`config.mk`:
```
export PLATFORM = sky130hd
export DESIGN_NAME = periph_bus_router
export DESIGN_NICKNAME = d
export VERILOG_FILES = /design/src/rtl/periph_bus_pkg.sv /design/src/rtl/periph_addr_decoder.sv /design/src/rtl/periph_bus_router.sv
export SDC_FILE = /design/constraint.sdc
export NUM_CORES = 1
export LEC_CHECK = 0
export BUFFER_PORTS_ARGS = -buffer_cell sky130_fd_sc_hd__buf_4
export CORE_AREA = 2 2 123 125
export CTS_BUF_LIST = sky130_fd_sc_hd__clkbuf_8
export DETAILED_ROUTE_END_ITERATION = 10
export DIE_AREA = 0 0 125 127
export GPL_TIMING_DRIVEN = 0
export PLACE_DENSITY = 0.72
export REMOVE_ABC_BUFFERS = 1
export SYNTH_ARGS = -nofsm -noshare
export SYNTH_HDL_FRONTEND = slang
export SYNTH_SLANG_ARGS = --single-unit
```
`constraint.sdc`:
```
create_clock -name pclk -period 2.9 [get_ports pclk]
set_input_delay 0.58 -clock pclk [delete_from_list [all_inputs] [get_ports pclk]]
set_output_delay 0.58 -clock pclk [all_outputs]
set_load 0.02 [all_outputs]
```
`src/rtl/periph_bus_pkg.sv`:
```
// periph_bus_pkg: shared definitions for the peripheral bus router.
//   - state_e       : router FSM state encoding
//   - INT_CODE_NONE : interrupt code reported when no slave requests service
//   - RESP_OK/ERR   : values driven on io_err with a response
//   - idx_width()   : index width for an N-entry select (never below 1 bit)
package periph_bus_pkg;

    typedef enum logic [1:0] {
        StIdle    = 2'd0,
        StAccess  = 2'd1,
        StResp    = 2'd2,
        StRelease = 2'd3
    } state_e;

    localparam int unsigned INT_CODE_NONE = 0;

    localparam logic RESP_OK  = 1'b0;
    localparam logic RESP_ERR = 1'b1;

    function automatic int unsigned idx_width(input int unsigned n);
        return (n > 1) ? $clog2(n) : 1;
    endfunction

endpackage

```
`src/rtl/periph_addr_decoder.sv`:
```
// periph_addr_decoder: combinational base/mask match with lowest-index priority.
//   addr : address to decode
//   en   : per-slot enable; a disabled slot never hits
//   hit  : at least one enabled slot matched
//   idx  : lowest matching slot index (0 when no hit)
// Slot i matches when (addr & MASK[i]) == BASE[i]. With AW=1, BASE=0, MASK=all ones
// and addr=0 every slot matches, so the block degrades to a priority encoder of en.
module periph_addr_decoder
    import periph_bus_pkg::*;
#(
    parameter int unsigned     N    = 4,
    parameter int unsigned     AW   = 32,
    parameter logic [N*AW-1:0] BASE = '0,
    parameter logic [N*AW-1:0] MASK = '0
) (
    input  logic [AW-1:0]             addr,
    input  logic [N-1:0]              en,
    output logic                      hit,
    output logic [idx_width(N)-1:0]   idx
);

    localparam int unsigned IDX_W = idx_width(N);

    // Scan from the top down so the lowest matching slot is written last and wins.
    always_comb begin
        hit = 1'b0;
        idx = '0;
        for (int i = N - 1; i >= 0; i--) begin
            if (en[i] && ((addr & MASK[i*AW +: AW]) == BASE[i*AW +: AW])) begin
                hit = 1'b1;
                idx = IDX_W'(i);
            end
        end
    end

endmodule

```
`src/rtl/periph_bus_router.sv`:
```
// periph_bus_router: single-master to N_SLV-slave peripheral bus router.
//   pclk, rst_n                 : clock, asynchronous active-low reset
//   io_addr/io_read/io_write/
//   io_wdata/io_byte_size       : CPU request, held until io_ready
//   io_rdata/io_ready/io_err    : registered one-cycle response
//   s_sel/s_read/s_write/s_addr/
//   s_wdata/s_byte_size         : latched request towards the selected slave
//   s_rdata/s_ready             : packed per-slave read data and completion
//   s_int                       : level interrupt requests
//   peripheral_int_code/int_valid : registered lowest-index interrupt code
module periph_bus_router
    import periph_bus_pkg::*;
#(
    parameter int unsigned              N_SLV    = 4,
    parameter int unsigned              ADDR_W   = 32,
    parameter int unsigned              DATA_W   = 32,
    parameter logic [N_SLV*ADDR_W-1:0]  SLV_BASE = '0,
    parameter logic [N_SLV*ADDR_W-1:0]  SLV_MASK = '0,
    parameter int unsigned              TIMEOUT  = 255,
    parameter int unsigned              INT_W    = 5,
    parameter int unsigned              INT_BASE = 1
) (
    input  logic                        pclk,
    input  logic                        rst_n,
    input  logic [ADDR_W-1:0]           io_addr,
    input  logic                        io_read,
    input  logic                        io_write,
    input  logic [DATA_W-1:0]           io_wdata,
    input  logic [1:0]                  io_byte_size,
    output logic [DATA_W-1:0]           io_rdata,
    output logic                        io_ready,
    output logic                        io_err,
    output logic [N_SLV-1:0]            s_sel,
    output logic                        s_read,
    output logic                        s_write,
    output logic [ADDR_W-1:0]           s_addr,
    output logic [DATA_W-1:0]           s_wdata,
    output logic [1:0]                  s_byte_size,
    input  logic [N_SLV*DATA_W-1:0]     s_rdata,
    input  logic [N_SLV-1:0]            s_ready,
    input  logic [N_SLV-1:0]            s_int,
    output logic [INT_W-1:0]            peripheral_int_code,
    output logic                        int_valid
);

    localparam int unsigned IDX_W = idx_width(N_SLV);
    // Wide enough to hold TIMEOUT itself.
    localparam int unsigned CNT_W = $clog2(TIMEOUT + 2);

    state_e state_q, state_d;

    logic [N_SLV-1:0]  s_sel_q, s_sel_d;
    logic              s_read_q, s_read_d;
    logic              s_write_q, s_write_d;
    logic [ADDR_W-1:0] s_addr_q, s_addr_d;
    logic [DATA_W-1:0] s_wdata_q, s_wdata_d;
    logic [1:0]        s_byte_size_q, s_byte_size_d;
    logic [IDX_W-1:0]  sel_idx_q, sel_idx_d;
    logic [CNT_W-1:0]  cnt_q, cnt_d;
    logic              io_ready_q, io_ready_d;
    logic              io_err_q, io_err_d;
    logic [DATA_W-1:0] io_rdata_q, io_rdata_d;
    logic [INT_W-1:0]  int_code_q, int_code_d;
    logic              int_valid_q, int_valid_d;

    logic              dec_hit;
    logic [IDX_W-1:0]  dec_idx;
    logic              int_hit;
    logic [IDX_W-1:0]  int_idx;

    logic              req;
    logic              req_legal;
    logic              accept_hit, accept_miss, slv_done, slv_tout;
    logic [DATA_W-1:0] sel_rdata;

    assign req       = io_read | io_write;
    // Simultaneous read and write is not a legal request; it is answered as a miss.
    assign req_legal = io_read ^ io_write;
    assign sel_rdata = s_rdata[sel_idx_q*DATA_W +: DATA_W];

    periph_addr_decoder #(
        .N    (N_SLV),
        .AW   (ADDR_W),
        .BASE (SLV_BASE),
        .MASK (SLV_MASK)
    ) u_addr_dec (
        .addr (io_addr),
        .en   ({N_SLV{1'b1}}),
        .hit  (dec_hit),
        .idx  (dec_idx)
    );

    // Every slot matches a zero address, so this is a lowest-set-bit encoder of s_int.
    periph_addr_decoder #(
        .N    (N_SLV),
        .AW   (1),
        .BASE ({N_SLV{1'b0}}),
        .MASK ({N_SLV{1'b1}})
    ) u_int_enc (
        .addr (1'b0),
        .en   (s_int),
        .hit  (int_hit),
        .idx  (int_idx)
    );

    // State register.
    always_ff @(posedge pclk or negedge rst_n) begin
        if (!rst_n) begin
            state_q <= StIdle;
        end else begin
            state_q <= state_d;
        end
    end

    // Next-state logic.
    always_comb begin
        state_d     = state_q;
        accept_hit  = 1'b0;
        accept_miss = 1'b0;
        slv_done    = 1'b0;
        slv_tout    = 1'b0;
        unique case (state_q)
            StIdle: begin
                if (req) begin
                    if (req_legal && dec_hit) begin
                        accept_hit = 1'b1;
                        state_d    = StAccess;
                    end else begin
                        accept_miss = 1'b1;
                        state_d     = StResp;
                    end
                end
            end
            StAccess: begin
                // Only the selected slave can complete; a ready on the last counted
                // cycle still beats the timeout.
                if (s_ready[sel_idx_q]) begin
                    slv_done = 1'b1;
                    state_d  = StResp;
                end else if ((TIMEOUT != 0) && (cnt_q == CNT_W'(TIMEOUT))) begin
                    slv_tout = 1'b1;
                    state_d  = StResp;
                end
            end
            StResp: begin
                state_d = StRelease;
            end
            StRelease: begin
                if (!req) begin
                    state_d = StIdle;
                end
            end
            default: begin
                state_d = StIdle;
            end
        endcase
    end

    // Output / datapath next values.
    always_comb begin
        s_sel_d       = s_sel_q;
        s_read_d      = s_read_q;
        s_write_d     = s_write_q;
        s_addr_d      = s_addr_q;
        s_wdata_d     = s_wdata_q;
        s_byte_size_d = s_byte_size_q;
        sel_idx_d     = sel_idx_q;
        io_rdata_d    = io_rdata_q;
        io_ready_d    = 1'b0;
        io_err_d      = 1'b0;
        cnt_d         = '0;

        if ((state_q == StAccess) && (state_d == StAccess) && (TIMEOUT != 0)) begin
            cnt_d = cnt_q + CNT_W'(1);
        end

        if (accept_hit || accept_miss) begin
            s_addr_d      = io_addr;
            s_wdata_d     = io_wdata;
            s_byte_size_d = io_byte_size;
            sel_idx_d     = dec_idx;
        end

        if (accept_hit) begin
            s_sel_d   = N_SLV'(1) << dec_idx;
            s_read_d  = io_read;
            s_write_d = io_write;
        end

        if (accept_miss) begin
            io_ready_d = 1'b1;
            io_err_d   = RESP_ERR;
            io_rdata_d = '0;
        end

        if (slv_done || slv_tout) begin
            io_ready_d = 1'b1;
            io_err_d   = slv_done ? RESP_OK : RESP_ERR;
            io_rdata_d = (slv_done && s_read_q) ? sel_rdata : '0;
            s_sel_d    = '0;
            s_read_d   = 1'b0;
            s_write_d  = 1'b0;
        end

        int_code_d  = int_hit ? (INT_W'(INT_BASE) + INT_W'(int_idx)) : INT_W'(INT_CODE_NONE);
        int_valid_d = |s_int;
    end

    always_ff @(posedge pclk or negedge rst_n) begin
        if (!rst_n) begin
            s_sel_q       <= '0;
            s_read_q      <= 1'b0;
            s_write_q     <= 1'b0;
            s_addr_q      <= '0;
            s_wdata_q     <= '0;
            s_byte_size_q <= '0;
            sel_idx_q     <= '0;
            cnt_q         <= '0;
            io_ready_q    <= 1'b0;
            io_err_q      <= 1'b0;
            io_rdata_q    <= '0;
            int_code_q    <= '0;
            int_valid_q   <= 1'b0;
        end else begin
            s_sel_q       <= s_sel_d;
            s_read_q      <= s_read_d;
            s_write_q     <= s_write_d;
            s_addr_q      <= s_addr_d;
            s_wdata_q     <= s_wdata_d;
            s_byte_size_q <= s_byte_size_d;
            sel_idx_q     <= sel_idx_d;
            cnt_q         <= cnt_d;
            io_ready_q    <= io_ready_d;
            io_err_q      <= io_err_d;
            io_rdata_q    <= io_rdata_d;
            int_code_q    <= int_code_d;
            int_valid_q   <= int_valid_d;
        end
    end

    assign s_sel               = s_sel_q;
    assign s_read              = s_read_q;
    assign s_write             = s_write_q;
    assign s_addr              = s_addr_q;
    assign s_wdata             = s_wdata_q;
    assign s_byte_size         = s_byte_size_q;
    assign io_ready            = io_ready_q;
    assign io_err              = io_err_q;
    assign io_rdata            = io_rdata_q;
    assign peripheral_int_code = int_code_q;
    assign int_valid           = int_valid_q;

endmodule
```
Word-level counts from Yosys, hierarchy flattened. Index checks and enable logic that the tools add are counted.

Bits in registers: 121. Memory bits (read-only): 0. Latch bits: 0. Memory bits (writable): 0. Memories kept: 0.

Multiplexer cells: 40. Multiply operators: 0. Equal/unequal tests: 5. Div/mod/pow operators: 0. Shift operators: 0. Reduce and logical (&&, ||, !) cells: 8. Order comparisons: 0. $add $sub $neg: 2. Bitwise gates (word level): 2.

Operators by type and width (number): 2-to-1 mux 32 bit (3); 2-to-1 mux 1 bit (23); 2-to-1 mux 2 bit (9); adder 9 x 1 -> 9 bit, second input constant (1); == test 9 x 8 -> 1 bit, second input constant (1); 2-to-1 mux 9 bit (1); 2-to-1 mux 4 bit (2); one-hot mux 2 bit (4 select lines) (1); == test 2 x 1 -> 1 bit, second input constant (2); == test 2 bit, second input constant (2); nonzero test 2 bit (2); OR reduction 4 bit (1); adder 1 x 2 -> 3 bit, first input constant (1); 2-to-1 mux 3 bit (1); logical AND 1 bit (2); logical NOT 2 bit (1); logical OR 1 bit (2); bitwise OR 1 bit (1); bitwise XOR 1 bit (1).

Logic depth before layout (Yosys ltp). Gate-level depths: netlist (run 1).

Word-level depth: 7. Mapped depth: 8. Gate-level depth less buffers: 7.

Hierarchy. A second synthesis (run 1) with hierarchy kept.

Cell total of the unflattened synthesis: 518. Area total of the unflattened synthesis: 5706.7 µm².

Modules (own cells, without submodules): periph_bus_router (area each 5629.1 µm², sequential area each 3078.0 µm², instances 1, cells each 504); periph_addr_decoder at u_int_enc (area each 42.5 µm², sequential area each 0.0 µm², instances 1, cells each 7); periph_addr_decoder at u_addr_dec (area each 35.0 µm², sequential area each 0.0 µm², instances 1, cells each 7).

Least setup slack after synthesis (run 1). OpenSTA, ideal clock, no wires.

Kind: reg2reg. From: reg cnt_q[0]. To: reg io_rdata_q[10], in the netlist io_rdata[10]. Stages on the path, launching flop included: 9. Data required time: 2779 ps. Buffers on the path: 1. Library setup time: 121 ps. Data arrival time: 1844 ps. Path slack: 935 ps. Cells stage by stage: dfrtp_1 ha_1 nand3_1 nor3_1 ha_1 nor2_1 a211o_4 buf_6 a22o_1.

Longest elaborated chain between the ends: 6.

RTL lines: start, declared (line periph_bus_router.sv:59) `logic [CNT_W-1:0] cnt_q, cnt_d;`; start signal, assigned (line periph_bus_router.sv:232) `cnt_q <= cnt_d;`; == test 9 x 8 -> 1 bit (*) (line periph_bus_router.sv:140) `end else if ((TIMEOUT != 0) && (cnt_q == CNT_W'(TIMEOUT))) begin`; 2-to-1 mux 1 bit (*) (line periph_bus_router.sv:140); 2-to-1 mux 1 bit (*) (line periph_bus_router.sv:137) `if (s_ready[sel_idx_q]) begin`; 2-to-1 mux 1 bit (*) (line periph_bus_router.sv:122) `unique case (state_q)`; logical OR 1 bit (*) (line periph_bus_router.sv:196) `if (slv_done || slv_tout) begin`; 2-to-1 mux 32 bit / nonzero test 2 bit (equally long branches); end signal, assigned (line periph_bus_router.sv:235) `io_rdata_q <= io_rdata_d;`; end, declared (line periph_bus_router.sv:62) `logic [DATA_W-1:0] io_rdata_q, io_rdata_d;`.

Mark *: on every way between the ends. The rest lies on a longest branch, timed or not. A chain may end at the register's enable or synchronous reset.

Worst setup path in the final report (run 1).
From: reg cnt_q[0]. To: reg io_rdata_q[22], in the netlist io_rdata[22].

The elaborated chain is that of the path after synthesis.

==> results of run 1 <==
-- per-layer routing --
layer  global-route usage [%]  vias to the layer above  share of wire (%)
met1                     16.6                     1558                 42
li1                         -                     1529                  -
met2                     22.8                      165                 48
met5                        0                        -                  0
met4                     4.31                        0                1.0
met3                     6.70                       10                9.7
-- flip-flops by register name (all words and copies together) (netlist names) --
name / flops
s_sel: 1
s_wdata: 32
s_addr: 32
int_valid: 1
s_byte_size: 2
cnt_q: 9
io_ready: 1
s_write: 1
io_rdata: 32
s_read: 1
state_q: 2
io_err: 1
peripheral_int_code: 3
-- layout by cell type (no fill, tap or decap), drive strengths merged, types with 2 or more instances in the layout --
cell / netlist / routed
a22o: 32 / 32
o21bai: 2 / 2
nand2: 2 / 2
clkinv: 0 / 7
nor3b: 2 / 2
inv: 9 / 14
nand3: 3 / 3
dfrtp: 118 / 118
o21ai: 3 / 3
conb: 1 / 5
mux2i: 2 / 2
mux2: 66 / 66
buf: 20 / 217
xnor2: 2 / 2
clkbuf: 1 / 17
nor2: 13 / 13
a211o: 2 / 2
nor3: 4 / 4
nand3b: 2 / 2
a21oi: 5 / 5
clkinvlp: 0 / 2
nor2b: 2 / 2
ha: 5 / 5
or3: 3 / 3
-- per-stage QoR --
step	cell area, sq um	total power, mW	setup TNS [ns]
after CTS	6750	7.25	0
after global routing	6750	7.55	0
after floorplan	4450	4.31	-12.60
after detailed placement	6370	5.81	0
final	6750	7.14	0
after global placement	6280	5.67	-62.42
-- worst max path at each step --
stage,start,endpoint
after global placement,io_read,s_addr[31]
after CTS,cnt_q[0],io_rdata[22]
after floorplan,io_read,s_addr[0]
after global routing,cnt_q[0],io_rdata[30]
after detailed placement,io_read,s_wdata[3]
final,cnt_q[0],io_rdata[22]
-- final cells by class --
cell class	count	area [sq um]	share of cell area, %
Clock buffer	17	234	3.46
Clock inverter	15	145	2.15
Inverter	9	33.8	0.500
Multi-Input combinational cell	164	1460	21.6
Sequential cell	118	2950	43.7
Tap cell	184	230	3.41
Timing Repair Buffer	217	1700	25.1
-- worst max-delay path, stage by stage, from the launching register on --
cell	delay (ns)
dfrtp_1	0.39
ha_1	0.20
nand3_1	0.16
nor3_1	0.22
ha_1	0.23
nor2_1	0.09
a211o_4	0.48
a22o_1	0.29
-- where the power goes --
group	switching [mW]	leakage, nW	internal (mW)
logic	1.52	1.64	1.51
registers	0.400	1.49	2.31
clock network	0.716	0.189	0.694
total	2.63	3.32	4.51
-- logic make-up after synthesis --
family          Yosys count  share of synthesized area, %
xor+xnor                  3                         0.571
buf+inv                  30                          4.48
mux                      68                          16.6
fa+ha+maj                 5                          1.36
other cells               1                        0.0814
compound gates           45                          8.07
flops                   118                          64.1
simple gates             38                          4.75
==> reports/metrics.csv, run 1 <==
stage,metric,value,unit
status,status,completed,
sta,Min Hold Slack,0.229,ns
sta,period utilization,74.9,%
sta,Layout Skew,0.0120,ns
layout,Layout Nets,738,
grt,initial antenna violation count,0,
critical_path,CP Launch Type,flip-flop,
sta,final hold vios,0,
clocking,deepest clock path buffer count,2,
sta,RSZ-0062 raised after global routing,false,
sta,post-layout minimum cycle time,2.17,ns
synthesis,syn avg cell area,15.0,sq um
power,total leakage power,3.32,nW
synthesis,largest cells by area after synthesis,"dfrtp_1 (64%), mux2_2 (14%), a22o_1 (6.1%)",
synthesis,top-count cell post-synth,dfrtp_1,
synthesis,commonest cells in the netlist,"dfrtp_1 (118), mux2_2 (59), a22o_1 (32)",
sta,"Slew Viols, Final",0,
placement,placed cells,692,
routing,TritonRoute pass-1 iters,4,
clocking,CTS hold repair buffers,0,
routing,ANT nets after route,0,
critical_path,Critical Path Fanout Max,33,
clocking,# resized after CTS,0,
layout,Post-Layout Cell Count,724,
synthesis,"Async S/R FF share, synth",100,%
synthesis,Netlist Area Pre-Place,0.00461,sq mm
flow_run,Max Cap Viol,0,
grt,global-route wire length before repair,17600,um
layout,diode count,0,
synthesis,#FFs+latches synth,118,
floorplanning,io pins,318,
clocking,clock sinks,118,
power,PD cells,1060,mW/mm^2
layout,area grow syn2layout,46.6,%
synthesis,Post-synth top flop,dfrtp_1,
routing,Remaining DRCs,0,
routing,Post-Route WL,10800,um
routing,WL/cell,15.0,um
clocking,clock-pin slew on the worst setup and hold paths,0.08,ns
synthesis,Post-synth EDFFs,0,
floorplanning,Initial Util,31.9,%
critical_path,critical path endpoint category,flip-flop,
synthesis,post-synth top area cell,dfrtp_1,
critical_path,WP data required,3.22,ns
synthesis,Synth Instances,308,
synthesis,distinct cell type count of the synthesized netlist,37,
critical_path,WS Path Type,reg2reg,
grt,largest net degree at the start of global routing,68,
sta,worst slew pin tran,1.15,ns
clocking,clock tree from TritonCTS,yes,
clocking,H-tree levels,4,
sta,setup ws final,0.728,ns
routing,Vias,3262,
synthesis,synth warn,0,
clocking,clock root buffer master,clkbuf_8,
sta,FMAX,460,MHz
layout,Fill cells,1316,
layout,layout cells sized above 1,57.6,%
synthesis,sequential element share of the synthesized area,64.1,%
layout,"Core Util, Final",46.8,%
floorplanning,Core Area,0.0144,sq mm
clocking,Worst-Skew Late Latency,0.44,ns
placement,# port buffers,213,
sta,# setup viols final,0,
sta,Max transition margin,23.2,%
placement,gpl congestion,0.841,
routing,post-DR vias/cell,4.51,
power,VDD IR max,0.000443,V
floorplanning,FP Rows,44,
grt,number of global-route vias before repair,3458,
routing,First DRT Iteration DRCs,89,
critical_path,r2r setup slk,0.73,ns
floorplanning,Die W,125,um
placement,Post-DP HPWL,8090,um
clocking,Post-CTS Setup Repair Bufs,0,
grt,remaining global-route overflow,0,
critical_path,FF-to-FF Start,cnt_q[0],
floorplanning,die height,127,um
floorplanning,Die ar.,0.0159,sq mm
synthesis,share of the synthesized area in the top cell type,64.1,%
critical_path,FF-to-FF path depth,7,
worst_hold_path,Min-Delay Path Class,in2async,
critical_path,CP arrival,2.49,ns
grt,gr usage total,14.0,%
placement,Place WS,0.316,ns
clocking,number of CTS-inserted buffers,17,
critical_path,R2R Path End,io_rdata[22],
No activity file was read; power rests on OpenSTA's default activity.
==> run 2: changes to the inputs <==
==> constraint.sdc (replaced) <==
create_clock -name pclk -period 2.2 [get_ports pclk]
set_input_delay 0.44 -clock pclk [delete_from_list [all_inputs] [get_ports pclk]]
set_output_delay 0.44 -clock pclk [all_outputs]
set_load 0.02 [all_outputs]
==> run 2 against run 1 <==
Against the previous run:
- largest power group unchanged
- highest routed layer unchanged
- wire length is 4.2% higher
- sequential power is 32% higher
- final cell count is 0.55% higher
- flip-flop and latch count stayed put
==> reports/metrics.csv, run 2 (synthesis results as in run 1) <==
stage,metric,value,unit
routing,WL/cell,15.5,um
clocking,deepest clock path buffer count,2,
sta,Layout Skew,0.0117,ns
floorplanning,Initial Util,31.9,%
sta,# setup viols final,0,
floorplanning,Core Area,0.0144,sq mm
grt,number of global-route vias before repair,3458,
sta,Min Hold Slack,0.0997,ns
routing,Met1 Wirelength,4570,um
placement,# port buffers,213,
routing,met2 WL,5490,um
grt,global-route wire length before repair,17600,um
clocking,clock root buffer master,clkbuf_8,
layout,layout cells sized above 1,59.0,%
power,combinational power share,42.7,%
floorplanning,Die W,125,um
floorplanning,io pins,318,
sta,"Slew Viols, Final",0,
critical_path,cell count along the critical path,7,
clocking,Worst-Skew Late Latency,0.44,ns
sta,final hold vios,0,
critical_path,CP cell instances,ha_1 -> nand3_2 -> nor3_2 -> ha_2 -> nor2_2 -> a211o_4 -> a22o_1,
critical_path,FF-to-FF path depth,7,
power,VDD IR max,0.000583,V
critical_path,crit path buf inv count,0,
routing,ANT nets after route,0,
power,total leakage power,3.34,nW
layout,Layout Nets,742,
floorplanning,die height,127,um
layout,area grow syn2layout,48.3,%
critical_path,critical path endpoint category,flip-flop,
routing,Post-Route WL,11300,um
sta,worst slew pin tran,0.857,ns
layout,Fill cells,1308,
critical_path,CP arrival,2.36,ns
critical_path,WP data required,2.53,ns
clocking,clock-pin slew on the worst setup and hold paths,0.08,ns
layout,diode count,0,
routing,Vias,3328,
sta,Max transition margin,42.9,%
grt,initial antenna violation count,0,
critical_path,CP max stage delay,0.42,ns
routing,First DRT Iteration DRCs,126,
placement,gpl congestion,0.841,
routing,TritonRoute pass-1 iters,4,
clocking,clock tree from TritonCTS,yes,
critical_path,CP max stage cell,a211o_4,
routing,post-DR vias/cell,4.57,
clocking,clock sinks,118,
clocking,number of CTS-inserted buffers,17,
layout,most frequent cells in the layout,"buf_4 (214), dfrtp_1 (118), mux2_2 (59)",
power,PD cells,1390,mW/mm^2
sta,FMAX,491,MHz
layout,"commonest non-fill, non-tap cell in the layout",buf_4,
sta,period utilization,92.5,%
sta,RSZ-0062 raised after global routing,false,
routing,met3 routed WL,1110,um
routing,Remaining DRCs,0,
critical_path,CP Launch Type,flip-flop,
power,Sw Share,37.1,%
power,clock power share,19.6,%
grt,remaining global-route overflow,0,
grt,largest net degree at the start of global routing,68,
flow_run,Max Cap Viol,0,
critical_path,WS Path Type,reg2reg,
status,status,completed,
clocking,H-tree levels,4,
placement,Post-DP HPWL,8090,um
layout,Post-Layout Cell Count,728,
floorplanning,Die ar.,0.0159,sq mm
power,switching power,3.53,mW
power,sequential share of power,37.7,%
floorplanning,FP Rows,44,
grt,gr usage total,14.0,%
placement,placed cells,692,
worst_hold_path,Min-Delay Path Class,in2async,
sta,post-layout minimum cycle time,2.04,ns
critical_path,Crit path max-delay family,compound AO/OA/AOI/OAI gates,
routing,highest metal used,met4,
critical_path,Critical Path Fanout Max,16,
power,P_int,5.98,mW
run 2: cell types whose count changed in the layout (fill, tap and decap cells not counted), sizes merged:
cell   change
buf        +2
a211o      +2
run 2: per-layer routing:
layer	global-route usage [%]	vias to the layer above
met5	0	-
met4	4.31	0
met3	6.70	10
met2	22.8	172
met1	16.6	1599
li1	-	1547
run 2: cell type report:
| cell class | count | area, sq um | share of cell area, % |
|---|---|---|---|
| flip-flops and latches | 118 | 2950 | 43.2 |
| clock buffers | 17 | 234 | 3.43 |
| well taps | 184 | 230 | 3.37 |
| clock inverters | 15 | 145 | 2.12 |
| repair buffers | 219 | 1720 | 25.2 |
| inverters | 9 | 33.8 | 0.495 |
| multi-input cells | 166 | 1510 | 22.1 |
run 2: worst paths after layout:
| check | slack [ns] | endpoint | startpoint |
|---|---|---|---|
| hold / removal | 0.1 | s_addr[16] | rst_n |
| max in group asynchronous | 1.35 | s_addr[5] | rst_n |
| setup reg to reg | 0.16 | io_rdata[4] | cnt_q[0] |
| hold reg to reg | 0.49 | cnt_q[0] | cnt_q[0] |
| setup / recovery | 0.16 | io_rdata[4] | cnt_q[0] |
| min in group pclk | 0.19 | peripheral_int_code[0] | s_int[1] |
run 2: stage by stage:
| step | setup WS [ns] | instance area [sq um] | power (mW) | TNS (ns) | util (%) |
|---|---|---|---|---|---|
| floorplan | -0.756 | 4450 | 5.69 | -49.56 | - |
| finish | 0.164 | 6830 | 9.51 | 0 | 47.4 |
| detailed placement | -0.244 | 6370 | 7.66 | -8.83 | 44.2 |
| global route | 0.0430 | 6830 | 10.0 | 0 | 47.4 |
| CTS | 0.00130 | 6750 | 9.55 | 0 | 46.8 |
| global placement | -1.52 | 6280 | 7.48 | -99.38 | 43.5 |
run 2: what timing repair did:
item / CTS / global route
endpoints found under the setup margin: 0 / 36
hold buffers: 0 / 0
buffers inserted: 0 / 2
gates resized for setup: 0 / 7
run 2: power groups by stage:
| stage | registers, mW | logic [mW] | clock network (mW) |
|---|---|---|---|
| finish | 3.59 | 4.06 | 1.87 |
| global route | 3.71 | 4.29 | 2.05 |
| CTS | 3.58 | 4.05 | 1.93 |
| detailed placement | 3.61 | 4.05 | 0 |
| global placement | 3.57 | 3.91 | 0 |
| floorplan | 4.59 | 1.10 | 0 |
